==> src/rtl/user_pkg.sv <==
// Shared constants and bus types for the pattern scan accelerator.
// Build option: define PATTERN_SCAN_IRQ_EN to implement CTRL.irq_en and irq_o.
package user_pkg;

  // Slot of the scan accelerator in the user address map.
  localparam int unsigned UserScan = 0;

  localparam logic [7:0] CtrlOffset      = 8'h00;
  localparam logic [7:0] StatusOffset    = 8'h04;
  localparam logic [7:0] BaseOffset      = 8'h08;
  localparam logic [7:0] LenOffset       = 8'h0C;
  localparam logic [7:0] PatternOffset   = 8'h10;
  localparam logic [7:0] MaskOffset      = 8'h14;
  localparam logic [7:0] MatchAddrOffset = 8'h18;
  localparam logic [7:0] MatchCntOffset  = 8'h1C;

  typedef enum logic [1:0] {
    IDLE = 2'd0,
    REQ  = 2'd1,
    WAIT = 2'd2,
    DONE = 2'd3
  } scan_state_e;

  typedef struct packed {
    logic        req;
    logic        we;
    logic [3:0]  be;
    logic [31:0] addr;
    logic [31:0] wdata;
  } sbr_obi_req_t;

  typedef struct packed {
    logic        gnt;
    logic        rvalid;
    logic [31:0] rdata;
    logic        err;
  } sbr_obi_rsp_t;

  typedef struct packed {
    logic        req;
    logic        we;
    logic [3:0]  be;
    logic [31:0] addr;
    logic [31:0] wdata;
  } mgr_obi_req_t;

  typedef struct packed {
    logic        gnt;
    logic        rvalid;
    logic [31:0] rdata;
    logic        err;
  } mgr_obi_rsp_t;

  // Merge a write into an existing word, lane by lane.
  function automatic logic [31:0] apply_be(input logic [31:0] old_val,
                                           input logic [31:0] wdata,
                                           input logic [3:0]  be);
    logic [31:0] res;
    res = old_val;
    for (int i = 0; i < 4; i++) begin
      if (be[i]) res[8*i +: 8] = wdata[8*i +: 8];
    end
    return res;
  endfunction

endpackage

==> src/rtl/pattern_scan_regs.sv <==
// Register file and subordinate port of the pattern scan accelerator.
// irq_en is only implemented when PATTERN_SCAN_IRQ_EN is defined.
module pattern_scan_regs
  import user_pkg::*;
#(
  parameter int unsigned LenWidth = 16
) (
  input  logic                clk,
  input  logic                rst,
  input  sbr_obi_req_t        sbr_req,
  output sbr_obi_rsp_t        sbr_rsp,
  input  logic                busy,
  input  logic                done,
  input  logic                match,
  input  logic                err,
  input  logic [31:0]         match_addr,
  input  logic [LenWidth-1:0] match_cnt,
  output logic                start_pulse,
  output logic                done_clr,
  output logic                err_clr,
  output logic                mode,
  output logic                irq_en,
  output logic [31:0]         base,
  output logic [LenWidth-1:0] len,
  output logic [31:0]         pattern,
  output logic [31:0]         mask
);

  logic [7:0]          offset;
  logic                wr_en;
  logic                rd_en;
  logic                ctrl_wr;
  logic                status_wr;
  logic [31:0]         len_wr;
  logic [31:0]         rd_mux;
  logic [31:0]         rdata_reg;
  logic                rvalid_reg;
  logic                mode_reg;
  logic [31:0]         base_reg;
  logic [LenWidth-1:0] len_reg;
  logic [31:0]         pattern_reg;
  logic [31:0]         mask_reg;
  logic                unused_bits;

  // Upper address bits were already decoded by the demux.
  assign offset      = {sbr_req.addr[7:2], 2'b00};
  assign wr_en       = sbr_req.req & sbr_req.we;
  assign rd_en       = sbr_req.req & ~sbr_req.we;
  assign ctrl_wr     = wr_en && (offset == CtrlOffset) && sbr_req.be[0];
  assign status_wr   = wr_en && (offset == StatusOffset) && sbr_req.be[0];
  assign len_wr      = apply_be(32'(len_reg), sbr_req.wdata, sbr_req.be);
  assign unused_bits = ^{sbr_req.addr[31:8], sbr_req.addr[1:0], len_wr[31:LenWidth]};

  assign start_pulse = ctrl_wr && sbr_req.wdata[0] && !busy;
  assign done_clr    = status_wr && sbr_req.wdata[1];
  assign err_clr     = status_wr && sbr_req.wdata[3];

  // Run configuration is frozen while a scan is in flight.
  always_ff @(posedge clk or posedge rst) begin
    if (rst) begin
      mode_reg    <= 1'b0;
      base_reg    <= '0;
      len_reg     <= '0;
      pattern_reg <= '0;
      mask_reg    <= '1;
    end else if (wr_en && !busy) begin
      case (offset)
        CtrlOffset:    if (sbr_req.be[0]) mode_reg <= sbr_req.wdata[1];
        BaseOffset:    base_reg    <= apply_be(base_reg, sbr_req.wdata, sbr_req.be);
        LenOffset:     len_reg     <= len_wr[LenWidth-1:0];
        PatternOffset: pattern_reg <= apply_be(pattern_reg, sbr_req.wdata, sbr_req.be);
        MaskOffset:    mask_reg    <= apply_be(mask_reg, sbr_req.wdata, sbr_req.be);
        default: ;
      endcase
    end
  end

`ifdef PATTERN_SCAN_IRQ_EN
  logic irq_en_reg;

  always_ff @(posedge clk or posedge rst) begin
    if (rst) begin
      irq_en_reg <= 1'b0;
    end else if (ctrl_wr) begin
      irq_en_reg <= sbr_req.wdata[2];
    end
  end

  assign irq_en = irq_en_reg;
`else
  assign irq_en = 1'b0;
`endif

  always_comb begin
    rd_mux = '0;
    case (offset)
      CtrlOffset:      rd_mux = {29'd0, irq_en, mode_reg, 1'b0};
      StatusOffset:    rd_mux = {28'd0, err, match, done, busy};
      BaseOffset:      rd_mux = base_reg;
      LenOffset:       rd_mux = 32'(len_reg);
      PatternOffset:   rd_mux = pattern_reg;
      MaskOffset:      rd_mux = mask_reg;
      MatchAddrOffset: rd_mux = match_addr;
      MatchCntOffset:  rd_mux = 32'(match_cnt);
      default:         rd_mux = '0;
    endcase
  end

  always_ff @(posedge clk or posedge rst) begin
    if (rst) begin
      rvalid_reg <= 1'b0;
      rdata_reg  <= '0;
    end else begin
      rvalid_reg <= sbr_req.req;
      rdata_reg  <= rd_en ? rd_mux : '0;
    end
  end

  always_comb begin
    sbr_rsp        = '0;
    sbr_rsp.gnt    = sbr_req.req;
    sbr_rsp.rvalid = rvalid_reg;
    sbr_rsp.rdata  = rdata_reg;
  end

  assign mode    = mode_reg;
  assign base    = base_reg;
  assign len     = len_reg;
  assign pattern = pattern_reg;
  assign mask    = mask_reg;

endmodule

==> src/rtl/pattern_scan_accel.sv <==
// Memory pattern scanner: reads LEN words from BASE and counts masked matches.
// Build option: define PATTERN_SCAN_IRQ_EN to enable the level interrupt irq_o.
module pattern_scan_accel
  import user_pkg::*;
#(
  parameter int unsigned LenWidth      = 16,
  parameter int unsigned BaseAddrAlign = 2
) (
  input  logic         clk_i,
  input  logic         rst_i,
  input  sbr_obi_req_t obi_sbr_req_i,
  output sbr_obi_rsp_t obi_sbr_rsp_o,
  output mgr_obi_req_t obi_mgr_req_o,
  input  mgr_obi_rsp_t obi_mgr_rsp_i,
  output logic         irq_o
);

  localparam logic [31:0] AlignMask = ~((32'd1 << BaseAddrAlign) - 32'd1);

  scan_state_e         state_reg, state_next;
  logic [31:0]         cur_addr_reg;
  logic [LenWidth-1:0] remaining_reg;
  logic [LenWidth-1:0] match_cnt_reg;
  logic [31:0]         match_addr_reg;
  logic                match_reg;
  logic                err_reg;
  logic                done_reg;

  logic                start_pulse, done_clr, err_clr;
  logic                mode, irq_en;
  logic [31:0]         base, pattern, mask;
  logic [LenWidth-1:0] len;

  logic busy, start_accept, hit, last_beat, beat_ok, beat_err;

  pattern_scan_regs #(
    .LenWidth(LenWidth)
  ) u_regs (
    .clk        (clk_i),
    .rst        (rst_i),
    .sbr_req    (obi_sbr_req_i),
    .sbr_rsp    (obi_sbr_rsp_o),
    .busy       (busy),
    .done       (done_reg),
    .match      (match_reg),
    .err        (err_reg),
    .match_addr (match_addr_reg),
    .match_cnt  (match_cnt_reg),
    .start_pulse(start_pulse),
    .done_clr   (done_clr),
    .err_clr    (err_clr),
    .mode       (mode),
    .irq_en     (irq_en),
    .base       (base),
    .len        (len),
    .pattern    (pattern),
    .mask       (mask)
  );

  assign busy         = (state_reg == REQ) || (state_reg == WAIT);
  assign start_accept = start_pulse && (state_reg == IDLE);
  assign hit          = ((obi_mgr_rsp_i.rdata ^ pattern) & mask) == 32'd0;
  assign last_beat    = remaining_reg == LenWidth'(1);
  // Responses outside WAIT (e.g. left over from before a reset) are dropped.
  assign beat_ok      = (state_reg == WAIT) && obi_mgr_rsp_i.rvalid && !obi_mgr_rsp_i.err;
  assign beat_err     = (state_reg == WAIT) && obi_mgr_rsp_i.rvalid && obi_mgr_rsp_i.err;

  always_ff @(posedge clk_i or posedge rst_i) begin
    if (rst_i) state_reg <= IDLE;
    else       state_reg <= state_next;
  end

  always_comb begin
    state_next       = state_reg;
    obi_mgr_req_o    = '0;
    obi_mgr_req_o.be = 4'hF;
    case (state_reg)
      IDLE: begin
        if (start_accept) state_next = (len == '0) ? DONE : REQ;
      end
      REQ: begin
        obi_mgr_req_o.req  = 1'b1;
        obi_mgr_req_o.addr = cur_addr_reg;
        if (obi_mgr_rsp_i.gnt) state_next = WAIT;
      end
      WAIT: begin
        if (beat_err) begin
          state_next = DONE;
        end else if (beat_ok) begin
          state_next = (last_beat || (hit && !mode)) ? DONE : REQ;
        end
      end
      DONE:    state_next = IDLE;
      default: state_next = IDLE;
    endcase
  end

  always_ff @(posedge clk_i or posedge rst_i) begin
    if (rst_i) begin
      cur_addr_reg   <= '0;
      remaining_reg  <= '0;
      match_cnt_reg  <= '0;
      match_addr_reg <= '0;
      match_reg      <= 1'b0;
      err_reg        <= 1'b0;
      done_reg       <= 1'b0;
    end else begin
      if (start_accept) begin
        cur_addr_reg   <= base & AlignMask;
        remaining_reg  <= len;
        match_cnt_reg  <= '0;
        match_addr_reg <= '0;
        match_reg      <= 1'b0;
      end else if (beat_ok) begin
        cur_addr_reg  <= cur_addr_reg + 32'd4;
        remaining_reg <= remaining_reg - LenWidth'(1);
        if (hit) begin
          if (!(&match_cnt_reg)) match_cnt_reg <= match_cnt_reg + LenWidth'(1);
          if (!match_reg) begin
            match_addr_reg <= cur_addr_reg;
            match_reg      <= 1'b1;
          end
        end
      end

      // Hardware set beats a same-cycle software clear.
      if (state_reg == DONE)            done_reg <= 1'b1;
      else if (done_clr || start_accept) done_reg <= 1'b0;

      if (beat_err)                     err_reg <= 1'b1;
      else if (err_clr || start_accept) err_reg <= 1'b0;
    end
  end

`ifdef PATTERN_SCAN_IRQ_EN
  assign irq_o = done_reg & irq_en;
`else
  logic unused_irq_en;
  assign unused_irq_en = irq_en;
  assign irq_o         = 1'b0;
`endif

endmodule

==> config.mk <==
export PLATFORM = sky130hd
export DESIGN_NAME = pattern_scan_accel
export DESIGN_NICKNAME = d
export VERILOG_FILES = /design/src/rtl/user_pkg.sv /design/src/rtl/pattern_scan_regs.sv /design/src/rtl/pattern_scan_accel.sv
export SDC_FILE = /design/constraint.sdc
export NUM_CORES = 1
export LEC_CHECK = 0
export CORE_MARGIN = 1.5
export CORE_UTILIZATION = 56
export CTS_BUF_LIST = sky130_fd_sc_hd__clkbuf_2
export DETAILED_ROUTE_END_ITERATION = 16
export PLACE_DENSITY = 0.84
export REMOVE_ABC_BUFFERS = 1
export SYNTH_ARGS = -nofsm -noshare
export SYNTH_HDL_FRONTEND = slang
export SYNTH_SLANG_ARGS = --single-unit
==> constraint.sdc <==
create_clock -name clk_i -period 18.95 [get_ports clk_i]
set_input_delay 3.79 -clock clk_i [delete_from_list [all_inputs] [get_ports clk_i]]
set_output_delay 3.79 -clock clk_i [all_outputs]
set_load 0.1 [all_outputs]
==> results.py <==
metrics = {
    "synthesis": {
        "yosysUniqueCellTypes": 55,
        "synth.avg_cell_area_um2": 10.8,
        "netlist.area_leader.share_pct": 43.4,
        "synth_most_common_cell": "dfrtp_1",
        "seq_area_frac_synth_pct": 50.3,
        "synth_warnings": 0,
        "syn-cell-area_mm2": 0.0122,
        "synth.area.top_cells": "dfrtp_1 (43%), mux2_2 (11%), dfstp_2 (6.9%)",
        "synth.largest_area_cell": "dfrtp_1",
        "synth-edff-count": 0,
        "ys_ff_latch": 244,
        "synth_flop_cell": "dfrtp_1",
        "synthArstFlopShare_pct": 100,
        "syn_inst": 1136,
        "synth_common_cells": "dfrtp_1 (212), mux2_2 (115), o21ai_0 (84), nand2_1 (81), a21oi_1 (75)",
    },
    "critical_path": {
        "path_cells": "clkdlybuf4s50_1 -> clkdlybuf4s50_1",
        "worstPathArrival_ns": 5.51,
        "worst_path_max_delay_cell": "clkdlybuf4s50_1",
        "start_kind": "input port",
        "cp_data_required_time_ns": 15.16,
        "crit_path_max_incr_delay_ns": 1.16,
        "crit_fanout": 6,
        "crit_buf_inv": 2,
        "r2r_start": "state_reg[0]",
        "worst_setup_path_end_kind": "primary output",
        "r2r_cells": 7,
        "reg2reg_to": "cur_addr_reg[11]",
        "regToRegSetupSlack_ns": 15.76,
        "critPathTopFamily": "buffers and inverters",
        "cpMostUsedCell": "clkdlybuf4s50_1",
        "critPathKind": "input port to primary output",
    },
    "clocking": {
        "clock_sinks": 244,
        "cts_setup_buffers": 0,
        "cts-root-buf": "clkbuf_2",
        "cts_tree": "built",
        "clock_latency_ns": 0.93,
        "cts_buffers": 60,
        "cts_hold_buf": 0,
        "cts_max_path_buffers": 3,
        "cts.repair.resized": 0,
        "htreeDepth": 2,
        "clk_pin_slew_ns": 0.12,
    },
    "drt": {
        "drtPass1Iterations": 8,
        "drc": 0,
        "avgViaCountPerCell": 6.40,
        "drtAntennaViolNets": 0,
        "wl_per_cell_um": 22.1,
        "first_iter_violations": 1136,
        "vias": 10294,
        "routed_wl_um": 35500,
    },
    "worst_hold_path": {
        "hold_depth": 2,
        "holdPathEnd": "cur_addr_reg[6]",
        "hold_class": "flop to flop",
        "hold_start": "u_regs.base[6]",
    },
    "sta": {
        "whs_ns": 0.468,
        "slew_headroom_pct": 15.9,
        "rsz0062_at_grt": "no",
        "period_needed_ns": 9.30,
        "finClkSkew_ns": 0.0774,
        "max_freq_ghz": 0.107,
        "finalSetupViolCount": 0,
        "fin_tns_setup_ns": 0,
        "worstMarginPinSlew_ns": 1.26,
        "finalHoldViolCount": 0,
        "final.period_utilization_pct": 49.1,
        "finalMaxSlewViolations": 0,
    },
    "status": {
        "status": "completed",
    },
    "power_and_ir_drop": {
        "powerDensity_mw_per_mm2": 94.3,
        "switchingPower_mw": 0.504,
        "intPower_mw": 0.849,
        "pwr-share-clk_pct": 30.1,
        "vdd_drop_max_mv": 0.0580,
        "pwr-share-comb_pct": 23.9,
        "p_sw_share_pct": 37.2,
        "p_seq_share_pct": 46.1,
        "power.leakage_nw": 6.32,
    },
    "final_layout": {
        "drive_gt1_share_pct": 20.9,
        "area_growth_pct": 17.4,
        "nets": 1399,
    },
    "floorplanning": {
        "pin_count": 213,
        "core_area_mm2": 0.0212,
        "die_area_mm2": 0.0227,
        "row_count": 53,
        "die_h_um": 151,
        "initial_core_util_pct": 57.6,
        "die_w_um": 151,
    },
    "flow_run": {
        "drv_cap": 0,
    },
    "grt": {
        "track_usage_pct": 31.6,
        "overflow": 0,
        "grt_pass1_wl_um": 54300,
        "grt_max_degree": 102,
        "grt_antenna_before_repair": 1,
        "grt_pass1_vias": 9845,
    },
    "place": {
        "place.gp.congestion": 0.902,
        "port_buffers": 145,
        "hpwlAfterDp_um": 23000,
    },
}
how the worst max path moves through the flow:
stage / from / to / slack, ns / depth (start not counted)
after global routing: obi_sbr_req_i[69] / obi_sbr_rsp_o[34] / 9.58 / 2
after CTS: obi_sbr_req_i[69] / obi_sbr_rsp_o[34] / 9.64 / 2
final: obi_sbr_req_i[69] / obi_sbr_rsp_o[34] / 9.65 / 2
after detailed placement: obi_sbr_req_i[69] / obi_sbr_rsp_o[34] / 9.65 / 2
after global placement: obi_sbr_req_i[69] / obi_sbr_rsp_o[34] / 9.66 / 2
after floorplan: rst_i / cur_addr_reg[10] / 8.51 / 1
logic make-up (layout without fill, tap and decap cells):
family | Yosys count | after routing | synth area share, %
simple gates | 306 | 306 | 13.5
compound gates | 250 | 250 | 12.7
flops | 244 | 244 | 50.3
mux | 126 | 126 | 11.9
buf+inv | 124 | 282 | 5.23
xor+xnor | 75 | 75 | 5.38
fa+ha+maj | 9 | 9 | 0.922
other cells | 2 | 42 | 0.0615
worst reg2reg max path, cell delays in order (launching register included):
cell	delay, ns
dfrtp_1	0.41
inv_1	0.10
ha_1	0.34
and4b_1	0.40
and3_1	0.26
and3_4	0.40
buf_4	0.83
o21ai_0	0.28
cell type report:
class                           instances  area [µm²]
Tap cell                              275         344
Clock buffer                           86         430
Antenna cell                            1        2.50
Inverter                               11        48.8
Timing Repair Buffer                  159        1560
Sequential cell                       244        6150
Multi-Input combinational cell        807        5600
Fill cell                            1620        6880
Clock inverter                         26         214
power groups by stage:
stage               clock [mW]  sequential [mW]  combinational (mW)
CTS                      0.411            0.621               0.317
global route             0.438            0.629               0.345
global placement             0            0.626               0.309
finish                   0.407            0.623               0.323
detailed placement           0            0.631               0.316
floorplan                    0            0.615               0.213
layout by cell type, fill, tap and decap left out, types with 3 or more instances in the layout:
cell             count
dfrtp_1            212
clkdlybuf4s50_1    145
mux2_2             115
clkbuf_2            86
o21ai_0             84
nand2_1             81
a21oi_1             75
xor2_1              62
a22oi_1             53
nand4_1             52
conb_1              41
and2_1              34
dfstp_2             32
nor2_1              30
nand3_1             27
a222oi_1            22
and3_1              20
clkinv_1            16
buf_4               14
xnor2_1             13
nor3_1              10
inv_1               10
ha_1                 9
nor4_1               8
mux2i_1              7
or4_1                6
or3_1                6
clkinv_2             5
nand3b_1             4
mux4_2               4
bufinv_16            4
and4_1               3
o41ai_1              3
a31o_2               3
a31oi_1              3
nand2b_1             3
metal layers:
metal  wire length, µm  up-vias  GRT usage [%]  part of all wire (%)
met3              4360      135           7.85                    12
met5                 0        -              0                     0
met4              1460        0           13.8                   4.1
li1                  -     4408              -                     -
met2             16200      735           48.2                    46
met1             13400     5016           42.8                    38
stage by stage:
stage,util (%),cell area [µm²],worst slack [ns],std cells,power [mW]
5_1_grt,67.6,14300,9.58,1609,1.41
6_report,67.6,14300,9.65,1609,1.35
3_3_place_gp,64.6,13700,9.66,1496,0.935
3_5_place_dp,64.6,13700,9.65,1496,0.946
2_1_floorplan,-,11800,8.51,1062,0.828
4_1_cts,67.6,14300,9.64,1608,1.35
Note: power is estimated with default switching activity, not from simulation.
